<file path="src/rtl/fb_pkg.sv">
// -----------------------------------------------------------------------------
// fb_pkg
// Shared framebuffer constants and types for the framebuffer read path.
//   FB_*         default framebuffer geometry and widths
//   fbr_state_t  stream reader FSM states
//   fb_pix_t     buffered pixel with its frame/line position tags
// -----------------------------------------------------------------------------
package fb_pkg;

    localparam int FB_H_RES   = 320;
    localparam int FB_V_RES   = 240;
    localparam int FB_PIXELS  = FB_H_RES * FB_V_RES;
    localparam int FB_ADDR_W  = 17;
    localparam int FB_DATA_W  = 8;

    typedef enum logic [1:0] {
        FBR_IDLE  = 2'b00,
        FBR_RUN   = 2'b01,
        FBR_DRAIN = 2'b10
    } fbr_state_t;

    typedef struct packed {
        logic                 sof;
        logic                 eol;
        logic                 eof;
        logic [FB_DATA_W-1:0] pix;
    } fb_pix_t;

endpackage

</file>
<file path="src/rtl/fb_skid_fifo.sv">
// -----------------------------------------------------------------------------
// fb_skid_fifo
// Small fall-through FIFO that absorbs the framebuffer read latency.
// When empty, a push is visible on head/valid in the same cycle, and a
// simultaneous pop consumes it without it ever being stored.
// Ports:
//   clk, rst_n  clock, asynchronous active-low reset
//   push        write push_data this cycle
//   push_data   entry to write
//   pop         consumer takes head this cycle (ignored when valid=0)
//   head        oldest entry (or the pushed entry when empty); zero when idle
//   valid       head holds a real entry
//   count       stored entries, used by the producer for credit checks
// -----------------------------------------------------------------------------
module fb_skid_fifo
    import fb_pkg::*;
#(
    parameter int  DEPTH   = 2,
    parameter type entry_t = fb_pix_t,
    parameter int  CNT_W   = $clog2(DEPTH + 1)
)(
    input  logic             clk,
    input  logic             rst_n,
    input  logic             push,
    input  entry_t           push_data,
    input  logic             pop,
    output entry_t           head,
    output logic             valid,
    output logic [CNT_W-1:0] count
);

    localparam int PTR_W   = (DEPTH > 1) ? $clog2(DEPTH) : 1;
    localparam int ENTRY_W = $bits(entry_t);

    entry_t           mem_r [DEPTH];
    logic [PTR_W-1:0] rd_ptr_r;
    logic [PTR_W-1:0] wr_ptr_r;
    logic [CNT_W-1:0] count_r;

    logic empty_s;
    logic full_s;
    logic bypass_s;
    logic write_s;
    logic read_s;

    function automatic logic [PTR_W-1:0] ptr_inc(input logic [PTR_W-1:0] p);
        if (p == PTR_W'(DEPTH - 1)) begin
            ptr_inc = {PTR_W{1'b0}};
        end else begin
            ptr_inc = p + PTR_W'(1'b1);
        end
    endfunction

    // Occupancy decode, bypass detection and head selection.
    always_comb begin
        empty_s  = (count_r == {CNT_W{1'b0}});
        full_s   = (count_r == CNT_W'(DEPTH));
        // Empty + push + pop: the entry passes straight through, nothing stored.
        bypass_s = empty_s && push && pop;
        read_s   = pop && !empty_s;
        // Full writes are only taken when a slot frees in the same cycle.
        write_s  = push && !bypass_s && (!full_s || read_s);
        valid    = !empty_s || push;
        if (!empty_s) begin
            head = mem_r[rd_ptr_r];
        end else if (push) begin
            head = push_data;
        end else begin
            head = entry_t'({ENTRY_W{1'b0}});
        end
    end

    assign count = count_r;

    // Storage, pointers and occupancy count.
    always_ff @(posedge clk or negedge rst_n) begin
        if (!rst_n) begin
            rd_ptr_r <= {PTR_W{1'b0}};
            wr_ptr_r <= {PTR_W{1'b0}};
            count_r  <= {CNT_W{1'b0}};
            for (int i = 0; i < DEPTH; i++) begin
                mem_r[i] <= entry_t'({ENTRY_W{1'b0}});
            end
        end else begin
            if (write_s) begin
                mem_r[wr_ptr_r] <= push_data;
                wr_ptr_r        <= ptr_inc(wr_ptr_r);
            end
            if (read_s) begin
                rd_ptr_r <= ptr_inc(rd_ptr_r);
            end
            if (write_s && !read_s) begin
                count_r <= count_r + CNT_W'(1'b1);
            end else if (read_s && !write_s) begin
                count_r <= count_r - CNT_W'(1'b1);
            end
        end
    end

endmodule

</file>
<file path="src/rtl/fb_stream_reader.sv">
// -----------------------------------------------------------------------------
// fb_stream_reader
// Scans one framebuffer frame in raster order and presents it as a
// valid/ready pixel stream with SOF/EOL/EOF tags. Reads are issued only
// when the FIFO can hold the result, so backpressure never loses a pixel.
// Build option:
//   FB_READER_CONTINUOUS_EN  defined: after the last address the scan wraps
//                            to address 0 and streams frames back-to-back
//                            until reset. Undefined: one frame per start.
// Ports:
//   clk        clock (framebuffer read clock is the same clock)
//   rst_n      asynchronous active-low reset
//   start      begin a frame; ignored while busy
//   rd_addr    framebuffer read address
//   rd_data    framebuffer read data, one cycle after rd_addr
//   out_valid  / out_ready / out_data   pixel stream handshake and data
//   out_sof    first pixel of frame
//   out_eol    last pixel of a line
//   out_eof    last pixel of frame
//   busy       frame in progress
//   done       one-cycle pulse after the EOF handshake
// -----------------------------------------------------------------------------
module fb_stream_reader
    import fb_pkg::*;
#(
    parameter int H_RES      = FB_H_RES,
    parameter int V_RES      = FB_V_RES,
    parameter int ADDR_W     = FB_ADDR_W,
    parameter int DATA_W     = FB_DATA_W,
    parameter int FIFO_DEPTH = 2
)(
    input  logic              clk,
    input  logic              rst_n,
    input  logic              start,
    output logic [ADDR_W-1:0] rd_addr,
    input  logic [DATA_W-1:0] rd_data,
    output logic              out_valid,
    input  logic              out_ready,
    output logic [DATA_W-1:0] out_data,
    output logic              out_sof,
    output logic              out_eol,
    output logic              out_eof,
    output logic              busy,
    output logic              done
);

    localparam int XW    = (H_RES > 1) ? $clog2(H_RES) : 1;
    localparam int YW    = (V_RES > 1) ? $clog2(V_RES) : 1;
    localparam int CNT_W = $clog2(FIFO_DEPTH + 1);
    localparam int OCC_W = CNT_W + 1;

    typedef struct packed {
        logic              sof;
        logic              eol;
        logic              eof;
        logic [DATA_W-1:0] pix;
    } pix_entry_t;

    fbr_state_t        state_r;
    fbr_state_t        state_nxt_s;
    logic [ADDR_W-1:0] addr_r;
    logic [XW-1:0]     x_r;
    logic [YW-1:0]     y_r;
    logic              inflight_r;
    logic              infl_sof_r;
    logic              infl_eol_r;
    logic              infl_eof_r;
    logic              busy_r;
    logic              done_r;

    logic              x_last_s;
    logic              y_last_s;
    logic [OCC_W-1:0]  occupancy_s;
    logic              issue_s;
    logic              last_issue_s;
    logic              pop_s;
    logic              eof_hs_s;
    logic [CNT_W-1:0]  fifo_count_s;
    logic              fifo_valid_s;
    pix_entry_t        push_entry_s;
    pix_entry_t        head_s;

    // Issue decision: credit covers both stored entries and the read in flight.
    always_comb begin
        x_last_s     = (x_r == XW'(H_RES - 1));
        y_last_s     = (y_r == YW'(V_RES - 1));
        occupancy_s  = {1'b0, fifo_count_s} + {{CNT_W{1'b0}}, inflight_r};
        issue_s      = (state_r == FBR_RUN) && (occupancy_s < OCC_W'(FIFO_DEPTH));
        last_issue_s = issue_s && x_last_s && y_last_s;
        pop_s        = fifo_valid_s && out_ready;
        eof_hs_s     = pop_s && head_s.eof;
    end

    // Next-state logic.
    always_comb begin
        state_nxt_s = state_r;
        case (state_r)
            FBR_IDLE: begin
                if (start) begin
                    state_nxt_s = FBR_RUN;
                end else begin
                    state_nxt_s = FBR_IDLE;
                end
            end
            FBR_RUN: begin
                if (last_issue_s) begin
`ifdef FB_READER_CONTINUOUS_EN
                    state_nxt_s = FBR_RUN;
`else
                    state_nxt_s = FBR_DRAIN;
`endif
                end else begin
                    state_nxt_s = FBR_RUN;
                end
            end
            FBR_DRAIN: begin
                // EOF is the final entry, so its handshake leaves the FIFO empty.
                if (eof_hs_s) begin
                    state_nxt_s = FBR_IDLE;
                end else begin
                    state_nxt_s = FBR_DRAIN;
                end
            end
            default: begin
                state_nxt_s = FBR_IDLE;
            end
        endcase
    end

    // State register.
    always_ff @(posedge clk or negedge rst_n) begin
        if (!rst_n) begin
            state_r <= FBR_IDLE;
        end else begin
            state_r <= state_nxt_s;
        end
    end

    // Raster counters; rd_addr advances by one per issue and holds at the last pixel.
    always_ff @(posedge clk or negedge rst_n) begin
        if (!rst_n) begin
            addr_r <= {ADDR_W{1'b0}};
            x_r    <= {XW{1'b0}};
            y_r    <= {YW{1'b0}};
        end else if (state_r == FBR_IDLE) begin
            if (start) begin
                addr_r <= {ADDR_W{1'b0}};
                x_r    <= {XW{1'b0}};
                y_r    <= {YW{1'b0}};
            end
        end else if (issue_s) begin
            if (last_issue_s) begin
`ifdef FB_READER_CONTINUOUS_EN
                addr_r <= {ADDR_W{1'b0}};
                x_r    <= {XW{1'b0}};
                y_r    <= {YW{1'b0}};
`endif
            end else if (x_last_s) begin
                addr_r <= addr_r + ADDR_W'(1'b1);
                x_r    <= {XW{1'b0}};
                y_r    <= y_r + YW'(1'b1);
            end else begin
                addr_r <= addr_r + ADDR_W'(1'b1);
                x_r    <= x_r + XW'(1'b1);
            end
        end
    end

    // Tags travel alongside the read so they line up with rd_data next cycle.
    always_ff @(posedge clk or negedge rst_n) begin
        if (!rst_n) begin
            inflight_r <= 1'b0;
            infl_sof_r <= 1'b0;
            infl_eol_r <= 1'b0;
            infl_eof_r <= 1'b0;
        end else begin
            inflight_r <= issue_s;
            infl_sof_r <= issue_s && (addr_r == {ADDR_W{1'b0}});
            infl_eol_r <= issue_s && x_last_s;
            infl_eof_r <= last_issue_s;
        end
    end

    // Status flags.
    always_ff @(posedge clk or negedge rst_n) begin
        if (!rst_n) begin
            busy_r <= 1'b0;
            done_r <= 1'b0;
        end else begin
            busy_r <= (state_nxt_s != FBR_IDLE);
            done_r <= eof_hs_s;
        end
    end

    assign push_entry_s = '{sof: infl_sof_r, eol: infl_eol_r, eof: infl_eof_r, pix: rd_data};

    fb_skid_fifo #(
        .DEPTH   (FIFO_DEPTH),
        .entry_t (pix_entry_t),
        .CNT_W   (CNT_W)
    ) u_fifo (
        .clk       (clk),
        .rst_n     (rst_n),
        .push      (inflight_r),
        .push_data (push_entry_s),
        .pop       (pop_s),
        .head      (head_s),
        .valid     (fifo_valid_s),
        .count     (fifo_count_s)
    );

    // Stream outputs come from the fall-through FIFO head (zero while empty).
    assign rd_addr   = addr_r;
    assign out_valid = fifo_valid_s;
    assign out_data  = head_s.pix;
    assign out_sof   = head_s.sof;
    assign out_eol   = head_s.eol;
    assign out_eof   = head_s.eof;
    assign busy      = busy_r;
    assign done      = done_r;

endmodule

</file>
<file path="config.mk">
export PLATFORM = sky130hd
export DESIGN_NAME = fb_stream_reader
export DESIGN_NICKNAME = d
export VERILOG_FILES = /design/src/rtl/fb_pkg.sv /design/src/rtl/fb_skid_fifo.sv /design/src/rtl/fb_stream_reader.sv
export SDC_FILE = /design/constraint.sdc
export NUM_CORES = 1
export LEC_CHECK = 0
export BUFFER_PORTS_ARGS = -buffer_cell sky130_fd_sc_hd__buf_4
export CORE_MARGIN = 1.5
export CORE_UTILIZATION = 58
export CTS_BUF_LIST = sky130_fd_sc_hd__clkbuf_4 sky130_fd_sc_hd__clkbuf_8 sky130_fd_sc_hd__clkbuf_16
export CTS_CLUSTER_SIZE = 40
export DETAILED_ROUTE_END_ITERATION = 10
export MAX_ROUTING_LAYER = met4
export PLACE_DENSITY = 0.86
export SYNTH_ARGS = -nofsm -noshare
export SYNTH_HDL_FRONTEND = slang
export SYNTH_SLANG_ARGS = --single-unit
</file>
<file path="constraint.sdc">
create_clock -name clk -period 2.2 [get_ports clk]
set_input_delay 0.66 -clock clk [delete_from_list [all_inputs] [get_ports clk]]
set_output_delay 0.66 -clock clk [all_outputs]
set_load 0.02 [all_outputs]
</file>
=== Word level (Yosys, flattened, before mapping) ===
Cells that the tools add are included.

* Flip-flop bits (word level): 68
* Latch bits: 0
* Memory bits (writable): 0
* Memory bits (read-only): 0
* Input bits: 12
* Output and inout port bits: 31
* Memories: 0

* $add $sub $neg: 8
* Multiply operators: 0
* Div/mod/pow operators: 0
* $lt $le $gt $ge: 4
* Equal/unequal tests: 7
* Shift-type cells: 0
* Mux-type cells: 30
* Bitwise logic cells: 2
* Reductions and logical operators: 30

{| class="wikitable"
|+ Operators by type and width
! operator !! count
|-
| two-way mux 17 bit || 4
|-
| two-way mux 11 bit || 6
|-
| two-way mux 9 bit || 5
|-
| two-way mux 8 bit || 5
|-
| bitwise mux 22 bit || 1
|-
| adder 17 x 1 -> 17 bit, second input constant || 1
|-
| logical NOT 17 bit || 1
|-
| logical AND 1 bit || 14
|-
| demux 11 bit (select 1 bit) || 1
|-
| adder 9 x 1 -> 9 bit, second input constant || 1
|-
| == test 9 bit, second input constant || 1
|-
| adder 8 x 1 -> 8 bit, second input constant || 1
|-
| == test 8 bit, second input constant || 1
|-
| two-way mux 2 bit || 4
|-
| nonzero test 2 bit || 4
|-
| case mux 2 bit (3 select lines) || 1
|-
| logical NOT 1 bit || 5
|-
| == test 2 bit, second input constant || 2
|-
| greater-or-equal comparator 2 bit, second input constant || 2
|-
| logical NOT 2 bit || 2
|-
| NOT 1 -> 2 bit || 2
|-
| AND reduction 4 bit || 1
|-
| adder 2 x 1 -> 3 bit || 1
|-
| less-than comparator 3 x 2 -> 1 bit, second input constant || 1
|-
| other kinds (10) || 14
|}

=== Depth between registers and ports, before layout ===
* Depth after elaboration: 12
* Gate-level depth with buffers: 8
* Depth with buffers taken out: 6

=== Hierarchy ===
From an unflattened synthesis, not the netlist that was laid out.

* Cell total of the unflattened synthesis: 345
* Area total of the unflattened synthesis: 3522.1 um^2

{| class="wikitable"
|+ By module, submodules not included
! module !! times used !! cells each !! area an instance (um^2)
|-
| fb_stream_reader || 1 || 242 || 2232.1
|-
| fb_skid_fifo || 1 || 103 || 1290.0
|}

=== Worst setup path before layout ===
OpenSTA, ideal clock, no wires.

* Path type: flip-flop to output port
* From: register u_fifo.rd_ptr_r
* To: output out_data[0]
* Data arrival time: 1.460 ns
* Setup slack: 0.080 ns
* Stages on the path, launching flop included: 4
* Cell sequence: dfrtp_1 buf_1 mux2i_1 o21ai_0

* Cells in the longest elaborated chain, start to end: 5

{| class="wikitable"
|+ Ends and longest elaborated chain
! what !! line !! source
|-
| start: declaration || fb_skid_fifo.sv:36 || <nowiki>logic [PTR_W-1:0] rd_ptr_r;</nowiki>
|-
| start signal: assignment || fb_skid_fifo.sv:78 || <nowiki>rd_ptr_r <= {PTR_W{1'b0}};</nowiki>
|-
| start signal: assignment || fb_skid_fifo.sv:90 || <nowiki>rd_ptr_r <= ptr_inc(rd_ptr_r);</nowiki>
|-
| NOT 1 -> 2 bit (implied by the code) || fb_skid_fifo.sv:65 || <nowiki>head = mem_r[rd_ptr_r];</nowiki>
|-
| two-way mux 11 bit (implied by the code) (3 in a row) || fb_skid_fifo.sv:65 ||
|-
| two-way mux 11 bit || fb_skid_fifo.sv:64 || <nowiki>if (!empty_s) begin</nowiki>
|-
| end: declaration || fb_stream_reader.sv:39 || <nowiki>output logic [DATA_W-1:0] out_data,</nowiki>
|}

No other way between the ends. The select of a mux whose other input is x is not followed.

=== Worst setup path after layout ===
* From: register u_fifo.count_r[1], in the netlist u_fifo.count[1]
* To: output out_sof

* Cells in the longest elaborated chain, start to end: 2

{| class="wikitable"
|+ Ends and longest elaborated chain
! what !! line !! source
|-
| start: declaration || fb_skid_fifo.sv:38 || <nowiki>logic [CNT_W-1:0] count_r;</nowiki>
|-
| start signal: assignment || fb_skid_fifo.sv:80 || <nowiki>count_r <= {CNT_W{1'b0}};</nowiki>
|-
| start signal: assignment || fb_skid_fifo.sv:93 || <nowiki>count_r <= count_r + CNT_W'(1'b1);</nowiki>
|-
| start signal: assignment || fb_skid_fifo.sv:95 || <nowiki>count_r <= count_r - CNT_W'(1'b1);</nowiki>
|-
| logical NOT 2 bit || fb_skid_fifo.sv:56 || <nowiki>empty_s = (count_r == {CNT_W{1'b0}});</nowiki>
|-
| two-way mux 11 bit || fb_skid_fifo.sv:64 ||
|-
| end: declaration || fb_stream_reader.sv:40 || <nowiki>output logic out_sof,</nowiki>
|}

No other way between the ends.

==> impl_metrics.toml <==
[timing]
skew_ns = 0.00572
min_period_over_period_pct = 96.5
setup_violations = 0
fmax_mhz = 471
maxSlewHeadroom_pct = 61.7
hold_viol_final = 0
final.min_clock_period_ns = 2.12
tightest_slew_ns = 0.573
slew_violations = 0

[final_layout]
syn2layout_area_growth_pct = 20.3
final-instance-count-excl-fill = 478
num-nets-final = 415
seqCellArea_sq_um = 1710
nFillCells = 414
postLayoutCellArea_sq_um = 4220
drive_gt1_share_pct = 28.0
multi_input_area_sq_um = 1690
antenna_cells = 0

[floorplan]
dieWidth_microns = 80.8
die_h_microns = 80.8
coreArea_sq_um = 5890
num_io_pins = 43
num_rows = 28
start_util_pct = 59.6
die_area_sq_um = 6520

[pwr]
powerDensity_nw_per_um2 = 1420
p_int_uw = 3580
comb_power_share_pct = 44.4
leakagePower_uw = 0.00184
ir_worst_vdd_uv = 740
power.share.clock_pct = 18.9
switching_power_uw = 2420
total_power_uw = 6000
p_seq_share_pct = 36.6
swShare_pct = 40.3

[synth]
yosys.area_share.simple_pct = 17.3
synth-async-reset-ratio_pct = 100
synth_compound_area_share_pct = 16.4
synth_nets = 363
synthMuxAreaShare_pct = 10.8
ys_warn_count = 0
synthFlopType = "dfrtp_1"
synth_top_family_by_area = "simple AND/OR/NAND/NOR gates"
synth_xor_area_share_pct = 1.75
synth-edff-count = 0
synthAdderAreaFrac_pct = 1.78
yosysSeqAreaShare_pct = 48.5
synth_area_sq_um = 3510
ys_ff_latch = 68
ys_types = 49
avgSynthCellArea_sq_um = 10.1
syn_inst = 346

[worst_setup_path]
crit_path_end_kind = "primary output"
r2r_setup_slack_ns = 0.21
slowest_stage = "dfrtp_2"
crit_family = "flip-flops"
r2r_cells = 7
r2r-end = "rd_addr[14]$_DFFE_PN0P_"
r2r-start = "u_fifo.count[0]$_DFFE_PN0P_"
crit_fanout = 10
critPathLaunchType = "flip-flop"
max_stage_delay_ns = 0.45
crit_required_ns = 1.54
critPathBufInv = 2
path_cells = "nor2_4 -> buf_6 -> nand3_1 -> o21ai_0 -> buf_4"
worstPathArrival_ns = 1.46
crit_type = "flip-flop to primary output"

[run]
cap_violations = 0

[drt]
drtPass1Iterations = 5
wl_microns = 7430
viasPerCell = 6.01
antenna_left = 0
vias = 2874
wl_per_cell_microns = 15.5
drc = 0
drtIter0Drc = 168

[placed_design]
gp_congestion = 0.912
dp.cells = 457
place_area_sq_um = 3940
dp_hpwl_microns = 5160
io_buffers = 42

[global_routing]
grt_max_degree = 41
grtUsageTotal_pct = 25.0
antenna_found_initial = 0
grt_overflow = 0
grt_pass1_vias = 2662
grt_pass1_wl_microns = 12100

[outcome]
status = "complete, no violations"

[hold_path]
min_path_type = "input pin to async pin"

[cts]
cts_hold_buf = 0
tritoncts = "built"
h-tree-depth = 3
cts_root_buffer = "clkbuf_8"
cts_buffers = 9
cts.sinks = 68
cts.clk_slew.worst_paths_ns = 0.07
worstSkewPairLatency_ns = 0.34
clk_path_buf_depth = 2
==> layout make-up <==
cell class / count / share of cell area, %
clock buffers: 10 / 3.26
repair buffers: 59 / 11.2
flip-flops and latches: 68 / 40.4
multi-input cells: 252 / 40.1
well taps: 75 / 2.22
inverters: 8 / 0.712
clock inverters: 6 / 2.08
==> cells by family after synthesis <==
logic type      count (synthesis)
flops                          68
mux                            35
fa+ha+maj                       5
xor+xnor                        7
buf+inv                        26
compound gates                 93
simple gates                  112
==> layout by cell type, fill, tap and decap left out, types with 2 or more instances in the layout <==
| cell type | count |
|---|---|
| dfrtp_1 | 65 |
| buf_4 | 56 |
| o21ai_0 | 40 |
| nand3_1 | 26 |
| mux2_2 | 23 |
| nand2_1 | 20 |
| nor2_1 | 18 |
| a31oi_1 | 17 |
| mux2i_1 | 12 |
| a21oi_1 | 10 |
| clkbuf_8 | 10 |
| nand4_1 | 9 |
| nor3_1 | 9 |
| o31ai_1 | 9 |
| inv_1 | 8 |
| and3_1 | 5 |
| ha_1 | 5 |
| nand2b_1 | 4 |
| a21oi_2 | 4 |
| xor2_1 | 4 |
| o21ai_1 | 3 |
| nor2b_1 | 3 |
| xnor2_1 | 3 |
| and2_1 | 3 |
| dfrtp_2 | 3 |
| nor4_1 | 2 |
| nand3b_1 | 2 |
| o41ai_1 | 2 |
| clkinv_4 | 2 |
| bufinv_16 | 2 |
| clkinv_2 | 2 |
| buf_12 | 2 |
==> power groups by stage <==
| stage | sequential [uW] | combinational (uW) | clock [uW] |
|---|---|---|---|
| after CTS | 2190 | 2610 | 1160 |
| after global placement | 2170 | 2470 | 0 |
| after floorplan | 2140 | 1740 | 0 |
| after global routing | 2260 | 2910 | 1220 |
| after detailed placement | 2200 | 2570 | 0 |
| final | 2200 | 2660 | 1140 |
==> sequential cells by signal, indices dropped and copies added, names as in the netlist <==
register and flops:
infl_eof_r 1, done 1, u_fifo.wr_ptr_r 1, infl_eol_r 1, state_r 2, u_fifo.rd_ptr_r 1, x_r 9, rd_addr 17
u_fifo.mem_r 22, infl_sof_r 1, inflight_r 1, busy 1, u_fifo.count 2, y_r 8
==> worst max-delay path by stage <==
stage,slack (ns),cells after the start,to,from
2_1_floorplan,0.08,3,out_data[0],u_fifo.rd_ptr_r$_DFFE_PN0P_
3_3_place_gp,0.30,3,out_eof,u_fifo.rd_ptr_r$_DFFE_PN0P_
3_5_place_dp,0.24,3,out_data[4],u_fifo.rd_ptr_r$_DFFE_PN0P_
4_1_cts,0.02,5,out_data[4],u_fifo.count[0]$_DFFE_PN0P_
5_1_grt,-0.001,5,out_sof,u_fifo.count[1]$_DFFE_PN0P_
6_report,0.08,5,out_sof,u_fifo.count[1]$_DFFE_PN0P_
==> stage by stage <==
stage               util [%]  hold WS, ns  worst slack [ns]  TNS (ns)
finish                  71.7        0.237            0.0773         0
detailed placement      66.9        0.487             0.236         0
floorplan                  -        0.364            0.0798         0
CTS                     71.1        0.242            0.0157         0
global route            71.7        0.263          -0.00132  -0.00132
global placement        66.9        0.472             0.298         0
==> synth_stat cells, types with 6 or more instances <==
cell type | count | area [sq um]
a21oi_1 | 10 | 50.1
nand3_1 | 26 | 130
a31oi_1 | 17 | 106
o31ai_1 | 9 | 67.6
nor2_1 | 19 | 71.3
nor3_1 | 9 | 45.0
dfrtp_1 | 68 | 1700
nand2_1 | 20 | 75.1
o21ai_0 | 42 | 210
clkbuf_1 | 6 | 22.5
inv_1 | 8 | 30.0
nand4_1 | 9 | 56.3
mux2_2 | 23 | 259
mux2i_1 | 12 | 120
==> per-layer routing <==
metal / GRT usage (%) / up-vias / part of all wire, %
met2: 40.7 / 78 / 49
met4: 11.2 / 0 / 1.3
met3: 4.16 / 12 / 5.1
met5: - / - / 0
li1: - / 1391 / -
met1: 30.9 / 1393 / 44
==> what timing repair did <==
action,CTS,global route
setup endpoints to repair,11,10
gates resized for setup,6,3
buffers inserted,0,4
pin swaps,1,1
gates cloned,1,0
Note: power is estimated with default switching activity, not from simulation.
